File: src/rtl/sm2201_isa_pkg.sv
// Shared definitions for the sm2201 ISA front end: bus widths, default window
// base, the data returned on a read timeout and the cycle decoder state encoding.
package sm2201_isa_pkg;

  localparam int ISA_ADDR_W = 10;
  localparam logic [ISA_ADDR_W-1:0] DEFAULT_BASE_ADDR = 10'h100;
  localparam logic [7:0] TIMEOUT_READ_DATA = 8'hFF;

  typedef enum logic [2:0] {
    ST_IDLE     = 3'd0,
    ST_RD_WAIT  = 3'd1,
    ST_RD_DRIVE = 3'd2,
    ST_WR_WAIT  = 3'd3,
    ST_RELEASE  = 3'd4
  } isa_state_t;

endpackage

File: src/rtl/isa_strobe_sync.sv
// Multi-flop synchroniser for an active-low asynchronous ISA strobe.
// Resets to 1 so that a strobe is never seen as active straight out of reset.
module isa_strobe_sync #(
  parameter int SYNC_STAGES = 2
) (
  input  logic clk,
  input  logic reset_n,
  input  logic async_in,
  output logic sync_out
);

  logic [SYNC_STAGES-1:0] stage_reg;
  logic [SYNC_STAGES-1:0] stage_next;

  assign stage_next[0] = async_in;

  genvar gi;
  generate
    for (gi = 1; gi < SYNC_STAGES; gi++) begin : g_stage
      assign stage_next[gi] = stage_reg[gi-1];
    end
  endgenerate

  always_ff @(posedge clk) begin
    if (!reset_n) begin
      stage_reg <= '1;
    end else begin
      stage_reg <= stage_next;
    end
  end

  assign sync_out = stage_reg[SYNC_STAGES-1];

endmodule

File: src/rtl/isa_bus_cycle_decoder.sv
// ISA I/O cycle front end: latches and decodes the slot address, synchronises
// IOR/IOW and turns each addressed strobe into one backend register request.
module isa_bus_cycle_decoder
  import sm2201_isa_pkg::*;
#(
  parameter logic [ISA_ADDR_W-1:0] BASE_ADDR    = DEFAULT_BASE_ADDR,
  parameter int                    ADDR_BITS    = 3,
  parameter int                    SYNC_STAGES  = 2,
  parameter int                    WAIT_TIMEOUT = 16
) (
  input  logic                  isa_clk,
  input  logic                  isa_reset,
  input  logic                  isa_ior,
  input  logic                  isa_iow,
  input  logic                  isa_ale,
  input  logic                  isa_aen,
  input  logic [ISA_ADDR_W-1:0] isa_addr,
  input  logic [7:0]            isa_data_in,
  output logic [7:0]            isa_data_out,
  output logic                  isa_data_oe,
  output logic                  isa_chrdy,
  output logic [ADDR_BITS-1:0]  reg_addr,
  output logic                  reg_rd,
  output logic                  reg_wr,
  output logic [7:0]            reg_wdata,
  input  logic [7:0]            reg_rdata,
  input  logic                  reg_ack,
  output logic                  err_timeout,
  output logic                  err_protocol
);

  localparam int CNT_W = $clog2(WAIT_TIMEOUT + 1);
  localparam logic [CNT_W-1:0] CNT_LAST = CNT_W'(WAIT_TIMEOUT - 1);

  logic ior_s;
  logic iow_s;

  isa_strobe_sync #(.SYNC_STAGES(SYNC_STAGES)) ior_sync (
    .clk      (isa_clk),
    .reset_n  (isa_reset),
    .async_in (isa_ior),
    .sync_out (ior_s)
  );

  isa_strobe_sync #(.SYNC_STAGES(SYNC_STAGES)) iow_sync (
    .clk      (isa_clk),
    .reset_n  (isa_reset),
    .async_in (isa_iow),
    .sync_out (iow_s)
  );

  isa_state_t             state_reg, state_next;
  logic [CNT_W-1:0]       cnt_reg, cnt_next;
  logic [ISA_ADDR_W-1:0]  addr_hold_reg;
  logic [ISA_ADDR_W-1:0]  addr_latched;
  logic [ISA_ADDR_W-1:0]  offset;
  logic                   hit;
  logic [7:0]             data_out_reg, data_out_next;
  logic                   oe_reg, oe_next;
  logic                   chrdy_reg, chrdy_next;
  logic [ADDR_BITS-1:0]   reg_addr_reg, reg_addr_next;
  logic                   rd_reg, rd_next;
  logic                   wr_reg, wr_next;
  logic [7:0]             wdata_reg, wdata_next;
  logic                   err_to_reg, err_to_next;
  logic                   err_pr_reg, err_pr_next;

  // Register-based transparent latch: follows the pins while ALE is high.
  assign addr_latched = isa_ale ? isa_addr : addr_hold_reg;
  assign offset       = addr_latched - BASE_ADDR;
  assign hit          = (addr_latched >= BASE_ADDR) && ((offset >> ADDR_BITS) == '0) && !isa_aen;

  always_comb begin
    state_next    = state_reg;
    cnt_next      = cnt_reg;
    data_out_next = data_out_reg;
    oe_next       = oe_reg;
    chrdy_next    = chrdy_reg;
    reg_addr_next = reg_addr_reg;
    rd_next       = 1'b0;
    wr_next       = 1'b0;
    wdata_next    = wdata_reg;
    err_to_next   = 1'b0;
    err_pr_next   = 1'b0;

    case (state_reg)
      ST_IDLE: begin
        if (!ior_s && !iow_s) begin
          err_pr_next = 1'b1;
          state_next  = ST_RELEASE;
        end else if (!ior_s || !iow_s) begin
          // Unaddressed cycles leave every output untouched.
          if (hit) begin
            reg_addr_next = offset[ADDR_BITS-1:0];
            chrdy_next    = 1'b0;
            cnt_next      = '0;
            if (!ior_s) begin
              rd_next    = 1'b1;
              state_next = ST_RD_WAIT;
            end else begin
              wr_next    = 1'b1;
              wdata_next = isa_data_in;
              state_next = ST_WR_WAIT;
            end
          end else begin
            state_next = ST_RELEASE;
          end
        end
      end

      ST_RD_WAIT: begin
        cnt_next = cnt_reg + CNT_W'(1);
        // An ack arriving alongside the request strobe is not a real completion.
        if (reg_ack && !rd_reg) begin
          data_out_next = reg_rdata;
          oe_next       = 1'b1;
          chrdy_next    = 1'b1;
          state_next    = ST_RD_DRIVE;
        end else if (cnt_reg == CNT_LAST) begin
          err_to_next   = 1'b1;
          data_out_next = TIMEOUT_READ_DATA;
          oe_next       = 1'b1;
          chrdy_next    = 1'b1;
          state_next    = ST_RD_DRIVE;
        end
      end

      ST_WR_WAIT: begin
        cnt_next = cnt_reg + CNT_W'(1);
        if (reg_ack && !wr_reg) begin
          chrdy_next = 1'b1;
          state_next = ST_RELEASE;
        end else if (cnt_reg == CNT_LAST) begin
          err_to_next = 1'b1;
          chrdy_next  = 1'b1;
          state_next  = ST_RELEASE;
        end
      end

      ST_RD_DRIVE: begin
        if (ior_s) begin
          oe_next    = 1'b0;
          state_next = ST_IDLE;
        end
      end

      ST_RELEASE: begin
        if (ior_s && iow_s) begin
          state_next = ST_IDLE;
        end
      end

      default: begin
        state_next = ST_IDLE;
      end
    endcase
  end

  always_ff @(posedge isa_clk) begin
    if (!isa_reset) begin
      state_reg     <= ST_IDLE;
      cnt_reg       <= '0;
      addr_hold_reg <= '0;
      data_out_reg  <= '0;
      oe_reg        <= 1'b0;
      chrdy_reg     <= 1'b1;
      reg_addr_reg  <= '0;
      rd_reg        <= 1'b0;
      wr_reg        <= 1'b0;
      wdata_reg     <= '0;
      err_to_reg    <= 1'b0;
      err_pr_reg    <= 1'b0;
    end else begin
      state_reg     <= state_next;
      cnt_reg       <= cnt_next;
      addr_hold_reg <= addr_latched;
      data_out_reg  <= data_out_next;
      oe_reg        <= oe_next;
      chrdy_reg     <= chrdy_next;
      reg_addr_reg  <= reg_addr_next;
      rd_reg        <= rd_next;
      wr_reg        <= wr_next;
      wdata_reg     <= wdata_next;
      err_to_reg    <= err_to_next;
      err_pr_reg    <= err_pr_next;
    end
  end

  assign isa_data_out = data_out_reg;
  assign isa_data_oe  = oe_reg;
  assign isa_chrdy    = chrdy_reg;
  assign reg_addr     = reg_addr_reg;
  assign reg_rd       = rd_reg;
  assign reg_wr       = wr_reg;
  assign reg_wdata    = wdata_reg;
  assign err_timeout  = err_to_reg;
  assign err_protocol = err_pr_reg;

endmodule
File: config.mk
export PLATFORM = sky130hd
export DESIGN_NAME = isa_bus_cycle_decoder
export DESIGN_NICKNAME = d
export VERILOG_FILES = /design/src/rtl/sm2201_isa_pkg.sv /design/src/rtl/isa_strobe_sync.sv /design/src/rtl/isa_bus_cycle_decoder.sv
export SDC_FILE = /design/constraint.sdc
export NUM_CORES = 1
export LEC_CHECK = 0
export CORE_UTILIZATION = 42
export CTS_BUF_LIST = sky130_fd_sc_hd__clkbuf_16
export CTS_CLUSTER_DIAMETER = 30
export DETAILED_ROUTE_END_ITERATION = 7
export PLACE_DENSITY = 0.75
export RECOVER_POWER = 50
export SLEW_MARGIN = 20
export SYNTH_ARGS = -nofsm -noshare
export SYNTH_HDL_FRONTEND = slang
export SYNTH_SLANG_ARGS = --single-unit
File: constraint.sdc
create_clock -name isa_clk -period 2.4 [get_ports isa_clk]
set_input_delay 0.24 -clock isa_clk [delete_from_list [all_inputs] [get_ports isa_clk]]
set_output_delay 0.24 -clock isa_clk [all_outputs]
set_load 0.02 [all_outputs]
# ---- Word level (Yosys, flattened, before mapping)
# Index checks and enable logic that the tools add are counted.
dict set report op_classes {
  magnitude_cmp 1
  muxes 36
  addsub 2
  reduce_logical 28
  n_eq_ne 13
  n_bitwise 5
}
# op n
set op_table {}
lappend op_table {{3-bit 2-to-1 mux} 9}
lappend op_table {{8-bit 2-to-1 mux} 2}
lappend op_table {{1-bit 2-to-1 mux} 15}
lappend op_table {{5-bit 2-to-1 mux} 3}
lappend op_table {{3-bit one-hot mux with 5 select lines} 1}
lappend op_table {{4-bit AND reduction} 3}
lappend op_table {{10-bit by 9-bit greater-or-equal comparator with 1-bit output, second input constant} 1}
lappend op_table {{10-bit logical NOT} 1}
lappend op_table {{10-bit 2-to-1 mux} 1}
lappend op_table {{5-bit one-hot mux with 2 select lines} 1}
lappend op_table {{5-bit AND reduction} 2}
lappend op_table {{10-bit by 9-bit subtractor with 10-bit output, second input constant} 1}
lappend op_table {{3-bit != test, second input constant} 3}
lappend op_table {{2-bit != test, second input constant} 4}
lappend op_table {{3-bit by 2-bit equality test with 1-bit output, second input constant} 2}
lappend op_table {{1-bit logical AND} 6}
lappend op_table {{2-bit nonzero test} 3}
lappend op_table {{5-bit by 1-bit adder with 5-bit output, second input constant} 1}
lappend op_table {{5-bit by 4-bit equality test with 1-bit output, second input constant} 1}
lappend op_table {{1-bit logical NOT} 5}
lappend op_table {{1-bit inverter} 5}
lappend op_table {{5-bit OR reduction} 1}
lappend op_table {{1-bit one-hot mux with 2 select lines} 2}
lappend op_table {{2-bit AND reduction} 2}
lappend op_table {{10 further kinds} 10}
dict set report word_totals {
  output_inout_bits 25
  wordCells 99
  register_bits 47
  in_bits 33
}

# ---- Depth between registers and ports, before layout
dict set report depth {
  depth_word 9
  depth_mapped 8
  depth_no_buf 7
}

# ---- Hierarchy
# A second synthesis with hierarchy kept.
dict set report hier_totals {
  hier_cells 199
  hier_area_um2 1970.6
}
# mod seq_area_each_um2 cells_per_inst instances area_per_inst_um2
set modules_own_cells {}
lappend modules_own_cells {isa_bus_cycle_decoder 860.8 191 1 1865.5}
lappend modules_own_cells {isa_strobe_sync 40.0 4 2 52.6}

# ---- Worst setup path before layout
# OpenSTA, ideal clock, no wires.
dict set report synth_timing {
  kind {input to register}
  startpoint {input isa_ale}
  endpoint {register reg_addr_reg[0] (netlist: reg_addr[0])}
  setup_time_ns 0.121
  arrival_ns 2.255
  path_buffers 2
  setup_slack_ns 0.024
  stages 8
  t_required_ns 2.279
  path_cell_list {buf_1 -> mux2i_1 -> ha_1 -> nor3b_1 -> o211ai_1 -> or3_1 -> buf_2 -> mux2_4}
}
dict set report synth_via {
  elab_chain_len 6
  word_cells_on_any_way 7
  classes_between {add/sub: 1; order compare: 1; mux: 1; reduce/logical: 4}
}
# item line
set synth_lines {}
lappend synth_lines {{from (decl)} isa_bus_cycle_decoder.sv:15} ;# input logic isa_ale,
lappend synth_lines {{10-bit 2-to-1 mux *} isa_bus_cycle_decoder.sv:69} ;# assign addr_latched = isa_ale ? isa_addr : addr_hold_reg;
lappend synth_lines {{10-bit by 9-bit subtractor with 10-bit output} isa_bus_cycle_decoder.sv:70} ;# assign offset = addr_latched - BASE_ADDR;
lappend synth_lines {{10-bit logical NOT} isa_bus_cycle_decoder.sv:71} ;# assign hit = (addr_latched >= BASE_ADDR) && ((offset >> ADDR_BITS) == '0) && !isa_aen;
lappend synth_lines {{1-bit logical AND (2 in a row)} isa_bus_cycle_decoder.sv:71}
lappend synth_lines {{4-bit AND reduction (no line)} n/a}
lappend synth_lines {{to (signal assigned)} isa_bus_cycle_decoder.sv:180} ;# reg_addr_reg <= reg_addr_next;
lappend synth_lines {{to (decl)} isa_bus_cycle_decoder.sv:61} ;# logic [ADDR_BITS-1:0] reg_addr_reg, reg_addr_next;
# Mark *: on every way between the ends. The rest lies on a longest branch, timed or not.
# A chain may end at the register's enable or synchronous reset.

# ---- Worst setup path in the final report
dict set report layout_timing {
  startpoint {input isa_addr[8]}
  endpoint {register reg_addr_reg[0] (netlist: reg_addr[0])}
}
dict set report layout_via {
  elab_chain_len 6
  word_cells_on_any_way 7
  classes_between {add/sub: 1; order compare: 1; mux: 1; reduce/logical: 4}
}
# item line
set layout_lines {}
lappend layout_lines {{from (decl)} isa_bus_cycle_decoder.sv:17} ;# input logic [ISA_ADDR_W-1:0] isa_addr,
lappend layout_lines {{10-bit 2-to-1 mux *} isa_bus_cycle_decoder.sv:69}
lappend layout_lines {{10-bit by 9-bit subtractor with 10-bit output} isa_bus_cycle_decoder.sv:70}
lappend layout_lines {{10-bit logical NOT} isa_bus_cycle_decoder.sv:71}
lappend layout_lines {{1-bit logical AND * (2 in a row)} isa_bus_cycle_decoder.sv:71}
lappend layout_lines {{4-bit AND reduction (no line) *} n/a}
# Marked as above.

==> key figures <==
Outcome
  • Outcome: finished, final reports clean

Setup path
  • FF-to-FF End: reg_addr[0]
  • Setup slack, reg-to-reg: 0.43 ns
  • Slowest stage cell, crit path: clkdlybuf4s50_1
  • CP peak stage delay: 0.51 ns
  • Crit path cell chain: clkdlybuf4s50_1 > mux2i_2 > ha_1 > nor3b_1 > o211ai_1 > or3_1 > mux2_4
  • R2R cell count: 4
  • Crit Path Max Fanout: 4
  • CP required: 2.57 ns
  • Critical path origin: isa_addr[8]
  • Worst Setup Start Kind: primary input
  • CP Capture Type: flip-flop
  • WS Path Type: in -> reg
  • Crit path DAT: 2.27 ns
  • Worst reg2reg path startpoint: addr_hold_reg[5]
  • Crit path capture: reg_addr[0]

STA
  • F_max: about 0.48 GHz
  • Unrepaired setup endpoints after global routing: false
  • Endpoints failing hold: 0
  • Slew @ Worst Pin: 1.12 ns
  • Max_slew headroom: 25.3%
  • Final setup viols: 0
  • Final min period: between 2 and 2.5 ns
  • Setup Skew: about 0.0032 ns
  • Setup ws final: 0.303 ns
  • Final period util: 87.4%
  • Fin. max-slew vios: 0

Finish
  • Number of flip-flops in the largest register: 10
  • Fin util: between 60% and 70%
  • Syn-to-layout area delta: 41.4%
  • ANT cells: 0
  • Final #Nets: 307
  • Share of cells above drive strength 1: 8.86%

Route
  • Drt pass-1 iters: 4
  • Routed wire length: 4230 um
  • Vias/cell: 5.16
  • Remaining DRCs: 0
  • Routed via count: 1668
  • Antenna Violating Nets Remaining: 0
  • Initial DRC count: 60
  • Avg WL per Cell: 13.1 um

Clock tree
  • Clock root buffer: clkbuf_16
  • Post-CTS Setup Inserts: 0
  • TritonCTS Buffers: 5
  • Clk sinks: 47
  • CTS Hold Bufs: 0
  • CTS tree: done
  • Worst-Skew Late Latency: 0.28 ns
  • Max Buffers Root-to-Sink: 2
  • Htree depth: 2
  • Clock transition at the registers of the reported paths: ~0.060 ns

Logic synthesis
  • Syn avg cell area: ~9.4 sq um
  • Synthesis Warnings: 0
  • Cell taking the most area after synthesis: dfxtp_1
  • Top post-synthesis cells by area: dfxtp_1, mux2i_1, nor2_1, nand2_1, nand2b_1
  • EDFF count, synth: 0
  • Post-synth top cells: dfxtp_1, nor2_1, nand2_1
  • Post-Synthesis Cells: 208
  • Synth top area share: 47.9%
  • Yosys reg bits: 47
  • Synth Net Count: approximately 240
  • Post-synth cell types: 39
  • Seq/Total Area, Yosys: 47.9%
  • Async S/R FF share, synth: 0%
  • Main synth FF type: dfxtp_1
  • Syn Std Cell Area: 1960 sq um
  • Most common cell in the netlist: dfxtp_1

GRT
  • Initial antenna violation count: 0
  • First-pass GRT wire length: 7240 um
  • Largest net degree at the start of global routing: 31
  • Total track usage: 18.1%
  • Total grt overflow: 0
  • Number of global-route vias before repair: between 1500 and 2000

Floorplanning
  • Core area: 4410 sq um
  • Initial Util: 44.5%
  • Die H: 70.4 um
  • Die width: 70.4 um
  • Die area: 4950 sq um
  • Top Ports: 58
  • Row count: 24

Placed design
  • I/O Buffers: between 50 and 60
  • Final GP Congestion: 0.781
  • Pre-CTS WS: -0.160 ns
  • Dpl hpwl: 3060 um

Power
  • Static leakage: 1.14 nW
  • Power Density: 570 nW/um^2
  • Peak supply drop: 445 uV

Run
  • Max-cap viol count: 0

Min path
  • HP Class: reg -> reg
## cell type report
type | count | area [sq um]
Clock inverter | 2 | 8.76
Inverter | 3 | 11.3
Tap cell | 52 | 65.1
Multi-Input combinational cell | 147 | 973
Timing Repair Buffer | 67 | 653
Fill cell | 378 | 1640
Clock buffer | 5 | 125
Sequential cell | 47 | 941
## stage by stage
stage / TNS (ns) / std cells / instance area (sq um) / hold WS, ns / power (mW)
floorplan: 0 / 208 / 1960 / 0.341 / 0.884
global placement: -0.200 / 316 / 2650 / 0.389 / 0.962
detailed placement: -0.644 / 316 / 2650 / 0.400 / 0.964
CTS: 0 / 323 / 2780 / 0.414 / 1.60
global route: 0 / 323 / 2780 / 0.441 / 1.65
finish: 0 / 323 / 2780 / 0.408 / 1.58
## logic make-up after synthesis
group	count (synthesis)	share of synthesized area, %
adder cells (fa/ha/maj)	3	1.91
flip-flops	47	47.9
multiplexers	22	12.0
AO/OA/AOI/OAI	40	13.2
AND/OR/NAND/NOR	82	22.2
buffers and inverters	14	2.74
## routing by layer
metal	vias up	global-route usage, %	wire length [um]
met4	0	6.67	59
met3	6	4.33	142
met5	-	0	0
met2	29	28.9	2000
li1	864	-	-
met1	769	23.7	2030
## worst min path at each step
stage | end | slack (ns) | from | cells past startpoint
after floorplan | ior_sync.stage_reg[0] | 0.34 | isa_ior | 1
after global placement | iow_sync.stage_reg[1] | 0.39 | iow_sync.stage_reg[0] | 1
after detailed placement | ior_sync.stage_reg[1] | 0.40 | ior_sync.stage_reg[0] | 1
after CTS | ior_sync.stage_reg[1] | 0.41 | ior_sync.stage_reg[0] | 1
after global routing | ior_sync.stage_reg[1] | 0.44 | ior_sync.stage_reg[0] | 1
final | ior_sync.stage_reg[1] | 0.41 | ior_sync.stage_reg[0] | 1
## cells in the final DEF (no fill, tap or decap), types with 3 or more instances in the layout
cell             count
mux2_4               3
nor3_1               4
o21ai_0              5
nor2_1              22
o22ai_1              8
nor2b_1              3
a21oi_1              9
nor3b_1              5
a21o_1               3
or2_2                3
and2_1               3
a211oi_1             4
clkdlybuf4s50_1     34
buf_4                7
nand2b_1             9
mux2i_1             18
dfxtp_1             47
nand2_1             20
dlygate4sd3_1       22
inv_1                3
ha_1                 3
clkbuf_16            5
## repair_timing
item | 4_1_cts | 5_1_grt
hold endpoints to repair | 0 | 0
setup endpoints to repair | 0 | 3
resized for setup | 0 | 2
## critical path: cells and delay by family
family                     cells  cell delay (ns)
AOI/OAI and AO/OA              1             0.13
buffers and inverters          1             0.51
and+or+nand+nor                2             0.65
adders and majority gates      1             0.31
muxes                          2             0.43
## where the power goes
group	switching (mW)	leakage [nW]	internal, mW	total [mW]
logic	0.0594	0.690	0.0826	0.142
registers	0.00992	0.382	0.795	0.805
clock network	0.262	0.0671	0.374	0.636
Note: power is estimated with default switching activity, not from simulation.
==> patch, RTL diff (same settings) <==
`TIMEOUT_READ_DATA`: 8'hFF -> 8'h7F.
--- a/src/rtl/sm2201_isa_pkg.sv
+++ b/src/rtl/sm2201_isa_pkg.sv
@@ -4,7 +4,7 @@
 
   localparam int ISA_ADDR_W = 10;
   localparam logic [ISA_ADDR_W-1:0] DEFAULT_BASE_ADDR = 10'h100;
-  localparam logic [7:0] TIMEOUT_READ_DATA = 8'hFF;
+  localparam logic [7:0] TIMEOUT_READ_DATA = 8'h7F;
 
   typedef enum logic [2:0] {
     ST_IDLE     = 3'd0,
Function: no difference found for any inputs over 10 cycles, from zero or initial values and one cycle with isa_reset low; that may be too few to reach the edited logic, so the function may still have changed.
==> patch against the unedited design <==
Clock skew is 0.00052 ns higher; final cell count is 2.5% lower; power is 1.9% higher; sequential cell count stayed put; routed wire length is 6.9% lower; synthesized area is 2.8% lower; worst hold slack worse by 0.0012 ns; die area is 2.7% lower; utilization is 0.29 points higher; worst setup slack worse by 0.17 ns; clock power is 6.3% higher; cell area is 0.90% lower; highest routed layer unchanged.
==> patch: results (changes against the unedited design) <==
placed inst area: 2610 sq um (-1.3%)
Hold WS: 0.407 ns (-0.00120 ns)
vias in the first global route: 1505 (-2.8%)
register area share after synthesis: 49.3% (+1.4 points)
Non-Filler Instances: 315 (-2.5%)
DRT iter0 DRCs: 48 (-20%)
Final nets: 298 (-2.9%)
end of the worst register-to-register path: reg_addr[2]$_SDFFE_PN0P_
M1 GR Usage: 20.8% (-2.9 points)
worst-margin pin slew: 0.999 ns (-0.121 ns)
Synth Area in XOR/XNOR: 0.459% (+0.46 points)
M1 WL: 1.73 mm (-15%)
status: completed
met3 WL post-DR: 388 microns (+170%)
Max stage delay cell, worst path: or4_1
final WL: 3.94 mm (-6.9%)
Clock Skew: 0.00374 ns (+0.000524 ns)
post-synthesis mux area share: 12.3% (+0.35 points)
Total GRT Usage: 17.7% (-0.44 points)
Lkg Pwr: 1.15 nW (+0.89%)
syn nets: 232 (-4.9%)
# fillers: 375 (-0.79%)
largest net degree at the start of global routing: 28 (-9.7%)
Logic pwr share: 8.4% (-0.6 points)
Placed Instances: 307 (-2.8%)
max incr delay on CP: 0.63 ns (+0.12 ns)
via count: 1613 (-3.3%)
Synth Area in Compound Gates: 11.7% (-1.6 points)
clk pwr: 0.000676 W (+6.3%)
hold endpoint: iow_sync.stage_reg[1]$_SDFF_PN1_
Post-Syn Instances: 196 (-5.8%)
largest cells by area after synthesis: dfxtp_1, mux2i_1, nor2_1, nand2_1, o22ai_1
patch: cells by family after synthesis:
logic type,Yosys count
and+or+nand+nor,76
AOI/OAI and AO/OA,30
DFF,47
adders and majority gates,3
buffers and inverters,17
xor gates and xnor gates,1
muxes,22
patch: worst register-to-register path, delay by kind of cell (launching register included):
kind,cells,cell delay [ns]
flip-flops,1,0.31
AO/OA/AOI/OAI,1,0.23
AND/OR/NAND/NOR,2,1.14
multiplexers,1,0.34
patch: stage by stage:
step / util, % / setup slack [ns]
6_report: 63.2 / 0.135
5_1_grt: 63.2 / 0.0749
4_1_cts: 63.3 / 0.133
3_5_place_dp: 60.0 / -0.165
3_3_place_gp: 60.0 / -0.112
2_1_floorplan: - / 0.238
patch: area by class of cell:
type                            instances  share of cell area, %
Clock buffer                            5                   4.55
Multi-Input combinational cell        132                   32.8
Clock inverter                          3                  0.727
Sequential cell                        47                   34.2
Tap cell                               52                   2.36
Inverter                                6                  0.818
Timing Repair Buffer                   70                   24.6
